### src/rtl/onectr_arbiter_pkg.sv
// Shared definitions for the onectr arbiter slice.
// Contents: FSM state encodings, the jobs counter width, and a width helper
// for sizing id and count fields.
package onectr_arb_pkg;

    localparam int unsigned JOBS_W = 16;

    // FSM encodings
    localparam logic [1:0] S_IDLE   = 2'd0;
    localparam logic [1:0] S_LAUNCH = 2'd1;
    localparam logic [1:0] S_WAIT   = 2'd2;
    localparam logic [1:0] S_RESP   = 2'd3;

    // Bits needed to index n items, never less than one
    function automatic int unsigned width_of(input int unsigned n);
        return (n <= 32'd1) ? 32'd1 : 32'($clog2(n));
    endfunction

endpackage

### src/rtl/onectr_arbiter_rr.sv
// Round-robin arbiter: picks the first pending request scanning upward from
// the slot after the last winner. The winner is combinational; the pointer
// only advances when the caller accepts the winner.
// Ports:
//   clk, rst          clock, async active-low reset
//   req_i             per-requester request
//   accept_i          caller takes the current winner this cycle
//   win_valid_c_o     some request is pending (combinational)
//   win_id_c_o        winner index (combinational)
//   win_oh_c_o        winner one-hot (combinational)
module rr_arbiter
    import onectr_arb_pkg::*;
#(
    parameter int unsigned NREQ = 4
) (
    input  logic                        clk,
    input  logic                        rst,
    input  logic [NREQ-1:0]             req_i,
    input  logic                        accept_i,
    output logic                        win_valid_c_o,
    output logic [width_of(NREQ)-1:0]   win_id_c_o,
    output logic [NREQ-1:0]             win_oh_c_o
);

    localparam int unsigned IDW = width_of(NREQ);

    logic [IDW-1:0] ptr_q;
    int             idx;

    // Scan from far to near so the nearest pending slot after ptr wins
    always_comb begin
        win_valid_c_o = 1'b0;
        win_id_c_o    = '0;
        idx           = 0;
        for (int i = int'(NREQ); i > 0; i--) begin
            idx = int'(ptr_q) + i;
            if (idx >= int'(NREQ)) idx = idx - int'(NREQ);
            if (req_i[IDW'(idx)]) begin
                win_valid_c_o = 1'b1;
                win_id_c_o    = IDW'(idx);
            end
        end
        win_oh_c_o = win_valid_c_o ? (NREQ'(1) << win_id_c_o) : '0;
    end

    // Reset to the last slot so requester 0 has first priority
    always_ff @(posedge clk or negedge rst) begin
        if (!rst) begin
            ptr_q <= IDW'(NREQ - 1);
        end else if (accept_i && win_valid_c_o) begin
            ptr_q <= win_id_c_o;
        end
    end

endmodule

### src/rtl/onectr_arbiter.sv
// Shares one onectr ones-counter between NREQ requesters. One job in flight:
// arbitrate, capture the winner's word, pulse the counter start, wait a fixed
// latency, sample the count and return it tagged with the requester id.
// Optional feature macro: ONECTR_ARB_STATS_EN (jobs_o counts completed jobs;
// tied to zero when undefined).
// Ports:
//   clk, rst              clock, async active-low reset
//   req_i, req_data_i     requests and packed request words
//   gnt_o                 one-cycle one-hot grant
//   busy_o                job in progress
//   ctr_start_o           start pulse to onectr
//   ctr_inport_o          word under count, zero when idle
//   ctr_outport_i         count from onectr
//   resp_valid_o          one-cycle result strobe
//   resp_id_o             requester index of result
//   resp_count_o          ones count of result
//   jobs_o                completed-job counter
module onectr_arbiter
    import onectr_arb_pkg::*;
#(
    parameter int unsigned INPUTSIZE   = 64,
    parameter int unsigned NREQ        = 4,
    parameter int unsigned CTR_LATENCY = INPUTSIZE + 1
) (
    input  logic                                clk,
    input  logic                                rst,
    input  logic [NREQ-1:0]                     req_i,
    input  logic [NREQ*INPUTSIZE-1:0]           req_data_i,
    output logic [NREQ-1:0]                     gnt_o,
    output logic                                busy_o,
    output logic                                ctr_start_o,
    output logic [INPUTSIZE-1:0]                ctr_inport_o,
    input  logic [width_of(INPUTSIZE+1)-1:0]    ctr_outport_i,
    output logic                                resp_valid_o,
    output logic [width_of(NREQ)-1:0]           resp_id_o,
    output logic [width_of(INPUTSIZE+1)-1:0]    resp_count_o,
    output logic [JOBS_W-1:0]                   jobs_o
);

    localparam int unsigned CW  = width_of(INPUTSIZE + 1);
    localparam int unsigned IDW = width_of(NREQ);
    localparam int unsigned WW  = width_of(CTR_LATENCY);

    logic [1:0]           state_q, state_d;
    logic [INPUTSIZE-1:0] data_q, data_d;
    logic [IDW-1:0]       id_q, id_d;
    logic [IDW-1:0]       resp_id_q, resp_id_d;
    logic [CW-1:0]        resp_count_q, resp_count_d;
    logic [WW-1:0]        wait_q, wait_d;
    logic [NREQ-1:0]      gnt_q, gnt_d;
    logic                 busy_q, busy_d;
    logic                 start_q, start_d;
    logic                 resp_valid_q, resp_valid_d;

    logic                 accept_c;
    logic                 win_valid_c;
    logic [IDW-1:0]       win_id_c;
    logic [NREQ-1:0]      win_oh_c;

    rr_arbiter #(.NREQ(NREQ)) u_rr (
        .clk           (clk),
        .rst           (rst),
        .req_i         (req_i),
        .accept_i      (accept_c),
        .win_valid_c_o (win_valid_c),
        .win_id_c_o    (win_id_c),
        .win_oh_c_o    (win_oh_c)
    );

    // Next-state and registered-output decode
    always_comb begin
        state_d      = state_q;
        data_d       = data_q;
        id_d         = id_q;
        resp_id_d    = resp_id_q;
        resp_count_d = resp_count_q;
        wait_d       = wait_q;
        gnt_d        = '0;
        start_d      = 1'b0;
        resp_valid_d = 1'b0;
        accept_c     = 1'b0;
        case (state_q)
            S_IDLE: begin
                if (win_valid_c) begin
                    accept_c = 1'b1;
                    data_d   = req_data_i[32'(win_id_c) * INPUTSIZE +: INPUTSIZE];
                    id_d     = win_id_c;
                    gnt_d    = win_oh_c;
                    start_d  = 1'b1;
                    state_d  = S_LAUNCH;
                end
            end
            S_LAUNCH: begin
                wait_d  = WW'(CTR_LATENCY - 1);
                state_d = S_WAIT;
            end
            S_WAIT: begin
                if (wait_q == '0) begin
                    resp_count_d = ctr_outport_i;
                    resp_id_d    = id_q;
                    resp_valid_d = 1'b1;
                    state_d      = S_RESP;
                end else begin
                    wait_d = wait_q - WW'(1);
                end
            end
            S_RESP: begin
                // Clearing the word makes ctr_inport_o read zero in IDLE
                data_d  = '0;
                state_d = S_IDLE;
            end
            default: state_d = S_IDLE;
        endcase
        busy_d = (state_d != S_IDLE);
    end

    always_ff @(posedge clk or negedge rst) begin
        if (!rst) begin
            state_q      <= S_IDLE;
            data_q       <= '0;
            id_q         <= '0;
            resp_id_q    <= '0;
            resp_count_q <= '0;
            wait_q       <= '0;
            gnt_q        <= '0;
            busy_q       <= 1'b0;
            start_q      <= 1'b0;
            resp_valid_q <= 1'b0;
        end else begin
            state_q      <= state_d;
            data_q       <= data_d;
            id_q         <= id_d;
            resp_id_q    <= resp_id_d;
            resp_count_q <= resp_count_d;
            wait_q       <= wait_d;
            gnt_q        <= gnt_d;
            busy_q       <= busy_d;
            start_q      <= start_d;
            resp_valid_q <= resp_valid_d;
        end
    end

    assign gnt_o        = gnt_q;
    assign busy_o       = busy_q;
    assign ctr_start_o  = start_q;
    assign ctr_inport_o = data_q;
    assign resp_valid_o = resp_valid_q;
    assign resp_id_o    = resp_id_q;
    assign resp_count_o = resp_count_q;

`ifdef ONECTR_ARB_STATS_EN
    logic [JOBS_W-1:0] jobs_q;

    // Count each RESP cycle; wraps naturally
    always_ff @(posedge clk or negedge rst) begin
        if (!rst) begin
            jobs_q <= '0;
        end else if (resp_valid_q) begin
            jobs_q <= jobs_q + JOBS_W'(1);
        end
    end

    assign jobs_o = jobs_q;
`else
    assign jobs_o = '0;
`endif

endmodule

### config.mk
export PLATFORM = sky130hd
export DESIGN_NAME = onectr_arbiter
export DESIGN_NICKNAME = d
export VERILOG_FILES = /design/src/rtl/onectr_arbiter_pkg.sv /design/src/rtl/onectr_arbiter_rr.sv /design/src/rtl/onectr_arbiter.sv
export SDC_FILE = /design/constraint.sdc
export NUM_CORES = 1
export LEC_CHECK = 0
export CAP_MARGIN = 40
export CORE_AREA = 3 3 142 144
export CTS_CLUSTER_DIAMETER = 40
export DETAILED_ROUTE_END_ITERATION = 10
export DIE_AREA = 0 0 145 147
export PLACE_DENSITY_LB_ADDON = 0.2
export RECOVER_POWER = 100
export SYNTH_ARGS = -nofsm -noshare
export SYNTH_HDL_FRONTEND = slang
export SYNTH_SLANG_ARGS = --single-unit
export TNS_END_PERCENT = 100
### constraint.sdc
create_clock -name clk -period 3.57 [get_ports clk]
set_input_delay 0.5355 -clock clk [delete_from_list [all_inputs] [get_ports clk]]
set_output_delay 0.5355 -clock clk [all_outputs]
set_load 0.02 [all_outputs]
---- After elaboration in Yosys (flattened, before gate mapping) ----
Index checks and enable logic that the tools add are counted.
storage, ports and cells
  register bits ........................... 93
  bits of input ports ..................... 269
  output and inout bits ................... 96
  logic and storage cells ................. 82
cells by class
  add/subtract/negate cells ............... 9
  equality and inequality tests ........... 5
  magnitude comparators ................... 8
  multiplexer cells ....................... 37
  reductions and logical operators ........ 10
  shifts and indexed selects .............. 2
operators with widths
  operator                                                                              number
  256-bit by 9-bit variable part select with 64-bit output                              1
  64-bit one-hot mux with 2 select lines                                                1
  64-bit 2-to-1 mux                                                                     1
  2-bit 2-to-1 mux                                                                      10
  2-bit by 4-bit less-than comparator with 1-bit output (second input constant)         4
  1-bit 2-to-1 mux                                                                      16
  7-bit one-hot mux with 2 select lines                                                 1
  3-bit greater-or-equal comparator (second input constant)                             3
  1-bit binary-select mux with 2-bit select                                             4
  4-bit 2-to-1 mux                                                                      2
  2-bit one-hot mux with 4 select lines                                                 1
  2-bit AND reduction                                                                   4
  2-bit by 1-bit subtractor with 2-bit output (second input constant)                   4
  7-bit zero test                                                                       1
  7-bit 2-to-1 mux                                                                      1
  7-bit by 1-bit subtractor with 7-bit output (second input constant)                   1
  2-bit by 2-bit adder with 3-bit output (second input constant)                        2
  2-bit nonzero test                                                                    3
  2-bit by 3-bit adder with 4-bit output (second input constant)                        1
  2-bit equality test (second input constant)                                           2
  4-bit by 3-bit greater-or-equal comparator with 1-bit output (second input constant)  1
  1-bit by 2-bit left shift with 4-bit output (first input constant)                    1
  2-bit by 1-bit adder with 3-bit output (second input constant)                        1
  2-bit by 1-bit equality test with 1-bit output (second input constant)                1
  other kinds (4)                                                                       4

---- Longest topological paths before layout ----
  depth in word-level cells ............... 13
  depth in mapped cells ................... 9
  mapped depth without buffers ............ 8

---- By module ----
A second synthesis with hierarchy kept.
second synthesis, totals
  cell total of the unflattened synthesis .. 355
  area total of the unflattened synthesis .. 5288.8 um2
modules (own cells, without submodules)
  module          seq. area each (um2)  cells each  area each (um2)  instances
  onectr_arbiter  2277.2                331         5087.4           1
  rr_arbiter      52.6                  24          201.4            1

---- Least setup slack after synthesis ----
No wires, ideal clock.
  path type ............................... input to register
  start point ............................. input req_i[0]
  end point ............................... register data_q[10], in the netlist ctr_inport_o[10]
  path slack .............................. 1.709 ns
  data required time ...................... 3.428 ns
  arrival ................................. 1.719 ns
  buffers on the path ..................... 3
  stages on the path ...................... 8
  cells stage by stage .................... inv_1 > a22o_1 > a211oi_2 > buf_4 > buf_12 > buf_12 > mux2i_1 > o221ai_1
between the ends
  word-level cells in the longest chain between the ends .. 10
  elaborated cells on any way between the ends .. 25
  classes of those cells .................. eq/ne (1); shift (1); mux (22); reduce/logical (1)
ends and longest elaborated chain
  what                                                      line                     source
  from (decl)                                               onectr_arbiter.sv:27     input logic [NREQ-1:0] req_i,
  1-bit binary-select mux with 2-bit select                 onectr_arbiter_rr.sv:38  if (req_i[IDW'(idx)]) begin
  1-bit 2-to-1 mux (not written as such) (2 in a row)       onectr_arbiter_rr.sv:38
  2-bit 2-to-1 mux (4 in a row)                             onectr_arbiter_rr.sv:38
  256-bit by 9-bit variable part select with 64-bit output  onectr_arbiter.sv:86     data_d = req_data_i[32'(win_id_c) * INPUTSIZE +: INPUTSIZE];
  64-bit 2-to-1 mux                                         onectr_arbiter.sv:84     if (win_valid_c) begin
  64-bit one-hot mux with 2 select lines                    onectr_arbiter.sv:82     case (state_q)
  to (signal assigned)                                      onectr_arbiter.sv:131    data_q <= data_d;
  to (decl)                                                 onectr_arbiter.sv:45     logic [INPUTSIZE-1:0] data_q, data_d;
Several ways; a longest one is shown, not always the timed one. The select of a mux whose other input is x is not followed.
A chain may end at the register's enable or synchronous reset.

---- Worst setup path after layout ----
  start point ............................. input req_i[0]
  end point ............................... register data_q[7], in the netlist ctr_inport_o[7]
Same word-level chain as after synthesis.

==> summary.txt <==
Run status
  • Status: finished, violations left
  • Failing checks: max-capacitance violations, max-slew violations

Critical path
  • Slowest cell on crit path: a211oi_1
  • Cells along the critical path: dlygate4sd3_1, inv_1, a22o_1, a211oi_1, buf_12, mux2i_1, o221ai_1
  • WS Path Type: in -> reg
  • CP arrival: 2960 ps
  • Worst Setup Start Kind: input pin
  • Highest cell delay on the worst timing path: around 600 ps
  • Critical path data required time: ~3800 ps
  • Crit path max fanout: between 70 and 80
  • Worst setup EP type: flip-flop

Logic synthesis
  • Flops & latches, synth: between 90 and 100
  • Top cells by area, synth: dfrtp_1 42%, mux2i_1 23%, o221ai_1 10%, nand2_1 4.9%, buf_12 2.9%
  • Commonest cells in the synthesized netlist: 128 x mux2i_1, 91 x dfrtp_1, 72 x nand2_1, 65 x o221ai_1, 17 x buf_4
  • Synth async-reset ratio: 100%
  • Area leader, netlist: dfrtp_1
  • Top-area cell type share of the netlist area: 41.7%
  • Most frequent cell after synthesis: mux2i_1
  • Cell Area, Synth: approximately 0.0055 sq mm
  • Synth warnings: 0
  • Avg Inst Size Synth: 11.0 sq um
  • EDFF count, synth: 0
  • Post-Synthesis Cells: about 500
  • Sequential-to-total area share from yosys stat: a little over two fifths
  • Post-synthesis cell type count: 38
  • Post-synth top flop: dfrtp_1

STA
  • Final setup viols: 0
  • Fin. max-slew vios: 34
  • Total Neg Setup Slack: 0 ps
  • RSZ-0062 raised after global routing: false
  • Slew @ Worst Pin: just under 2000 ps
  • Hold WS: about 480 ps
  • Period utilization: around 77%
  • Relative slew slack: -32.3%
  • Fmax: 362 MHz
  • Crit path time final: around 2800 ps
  • Fin Clk Skew: ~11 ps
  • Count of final hold-check violations: 0

Clock network
  • Clk_lat worst skew: between 300 and 400 ps
  • Num CTS Buffers: 9
  • Postcts setup bufs: 0
  • H-tree depth: 3
  • TritonCTS clock tree: done
  • Clock tree buffer depth: 2
  • CTS sink cnt: 93
  • Hold-fix buffers, CTS: 0
  • Root buffer cell: clkbuf_16
  • Clock slew at reported path FFs: about 70 ps
  • Gates resized, CTS repair: 0

Worst hold path
  • Worst hold path class: reg -> reg

Drt
  • DR pass1 iterations: 4
  • Via density: between 4 and 5
  • DRC: 0
  • Routed Antenna Nets: 0
  • Drt wl/cell: 18.7 um
  • Initial DRC Count: around 220
  • Via count: 5234
  • Final WL: 20500 um

Power
  • Leak Pwr: approximately 4.3 nW
  • PwrDens: 340 mW/mm^2
  • Worst VDD drop: 0.000206 V

Job
  • Max-cap viol count: 1

Floorplan
  • Chip height: around 150 um
  • Die X: around 150 um
  • Initial Util: slightly below 30%
  • IO Pins: between 300 and 400
  • Row count: 50
  • Die area: about 0.021 sq mm
  • Core area: roughly 0.019 sq mm

Placement
  • PortBufs: approximately 350
  • Placed wire-length estimate: approximately 16000 um
  • RePlAce Congestion: 0.806

Global route
  • GRT Resource Usage Total: 18.7%
  • Initial antenna violation count: 1
  • First-pass GRT wire length: 31800 um
  • Grt ovf: 0
  • Vias in the first global route: ~5600
  • Largest net degree at the start of global routing: 72

Final layout
  • Layout cells sized above 1: under 10%
  • Util after Layout: 49.1%
  • Fin nets: 1102
  • Layout area overhead: 69.5%
  • # diodes: 0
## kinds of logic after synthesis
group / synth area share [%]
and+or+nand+nor: 7.79
DFF: 42.7
adders and majority gates: 1.37
other: 0.0687
muxes: 25.3
AOI/OAI and AO/OA: 13.2
buffers and inverters: 9.60
## routing by layer
layer	up-vias	global-route usage [%]	share of wire, %
met1	2505	21.6	39
met5	-	0	0.098
met2	236	33.7	52
met4	2	4.13	1.3
met3	18	6.17	8.1
li1	2473	-	-
## worst max-delay path: cells and delay by family
kind	cells	cell delay (ps)
buf+inv	3	1080
compound gates	3	960
mux	1	270
## path summary, 6_finish.rpt
path | start | to | slack, ps | depth (start not counted)
worst max-delay path | req_i[0] | ctr_inport_o[7]$_DFFE_PN0P_ | 810 | 7
worst min-delay path | ctr_inport_o[36]$_DFFE_PN0P_ | ctr_inport_o[36]$_DFFE_PN0P_ | 480 | 2
min in group asynchronous | rst | resp_valid_o$_DFF_PN0_ | 730 | 1
max in group asynchronous | rst | ctr_inport_o[6]$_DFFE_PN0P_ | 1460 | 3
worst min register to register | ctr_inport_o[36]$_DFFE_PN0P_ | ctr_inport_o[36]$_DFFE_PN0P_ | 480 | 2
worst max register to register | u_rr.ptr_q[0]$_DFFE_PN1P_ | ctr_inport_o[7]$_DFFE_PN0P_ | 1070 | 6
## sequential cells by signal, summed over array words and instances, names as in the netlist
register / count
ctr_inport_o: 64
resp_id_o: 2
ctr_start_o: 1
id_q: 2
gnt_o: 4
wait_q: 7
resp_valid_o: 1
resp_count_o: 7
state_q: 2
busy_o: 1
u_rr.ptr_q: 2
## layout by cell type, fill, tap and decap left out, types with 13 or more instances in the layout
master           Yosys  routed
clkdlybuf4s50_1      0     266
conb_1               1      16
dfrtp_1             91      91
dlygate4sd3_1        0      81
inv_1               12      14
mux2i_1            128     128
nand2_1             72      72
nor2_1              13      13
o221ai_1            65      65
## per-stage QoR
stage               cell area (sq um)  worst slack (ps)  power, mW  cells
floorplan                        5520              1710       1.75    511
global placement                 8960               850       2.23   1075
detailed placement               8980               790       2.26   1076
CTS                              9270              1170       3.22   1092
global route                     9250               684       3.30   1092
finish                           9250               811       3.14   1092
## where the power goes
part	switching, mW	internal [mW]	leakage [nW]
Clock	0.468	0.489	0.140
Sequential	0.0460	1.14	1.15
Combinational	0.436	0.560	3.00
Total	0.950	2.19	4.29
## final cells by class
class	count	area, sq um
Timing Repair Buffer	358	3590
Multi-Input combinational cell	351	2670
Tap cell	260	325
Clock buffer	9	225
Sequential cell	93	2330
Clock inverter	7	65.1
Fill cell	1665	9580
Inverter	14	52.6
Note: power is estimated with default switching activity, not from simulation.
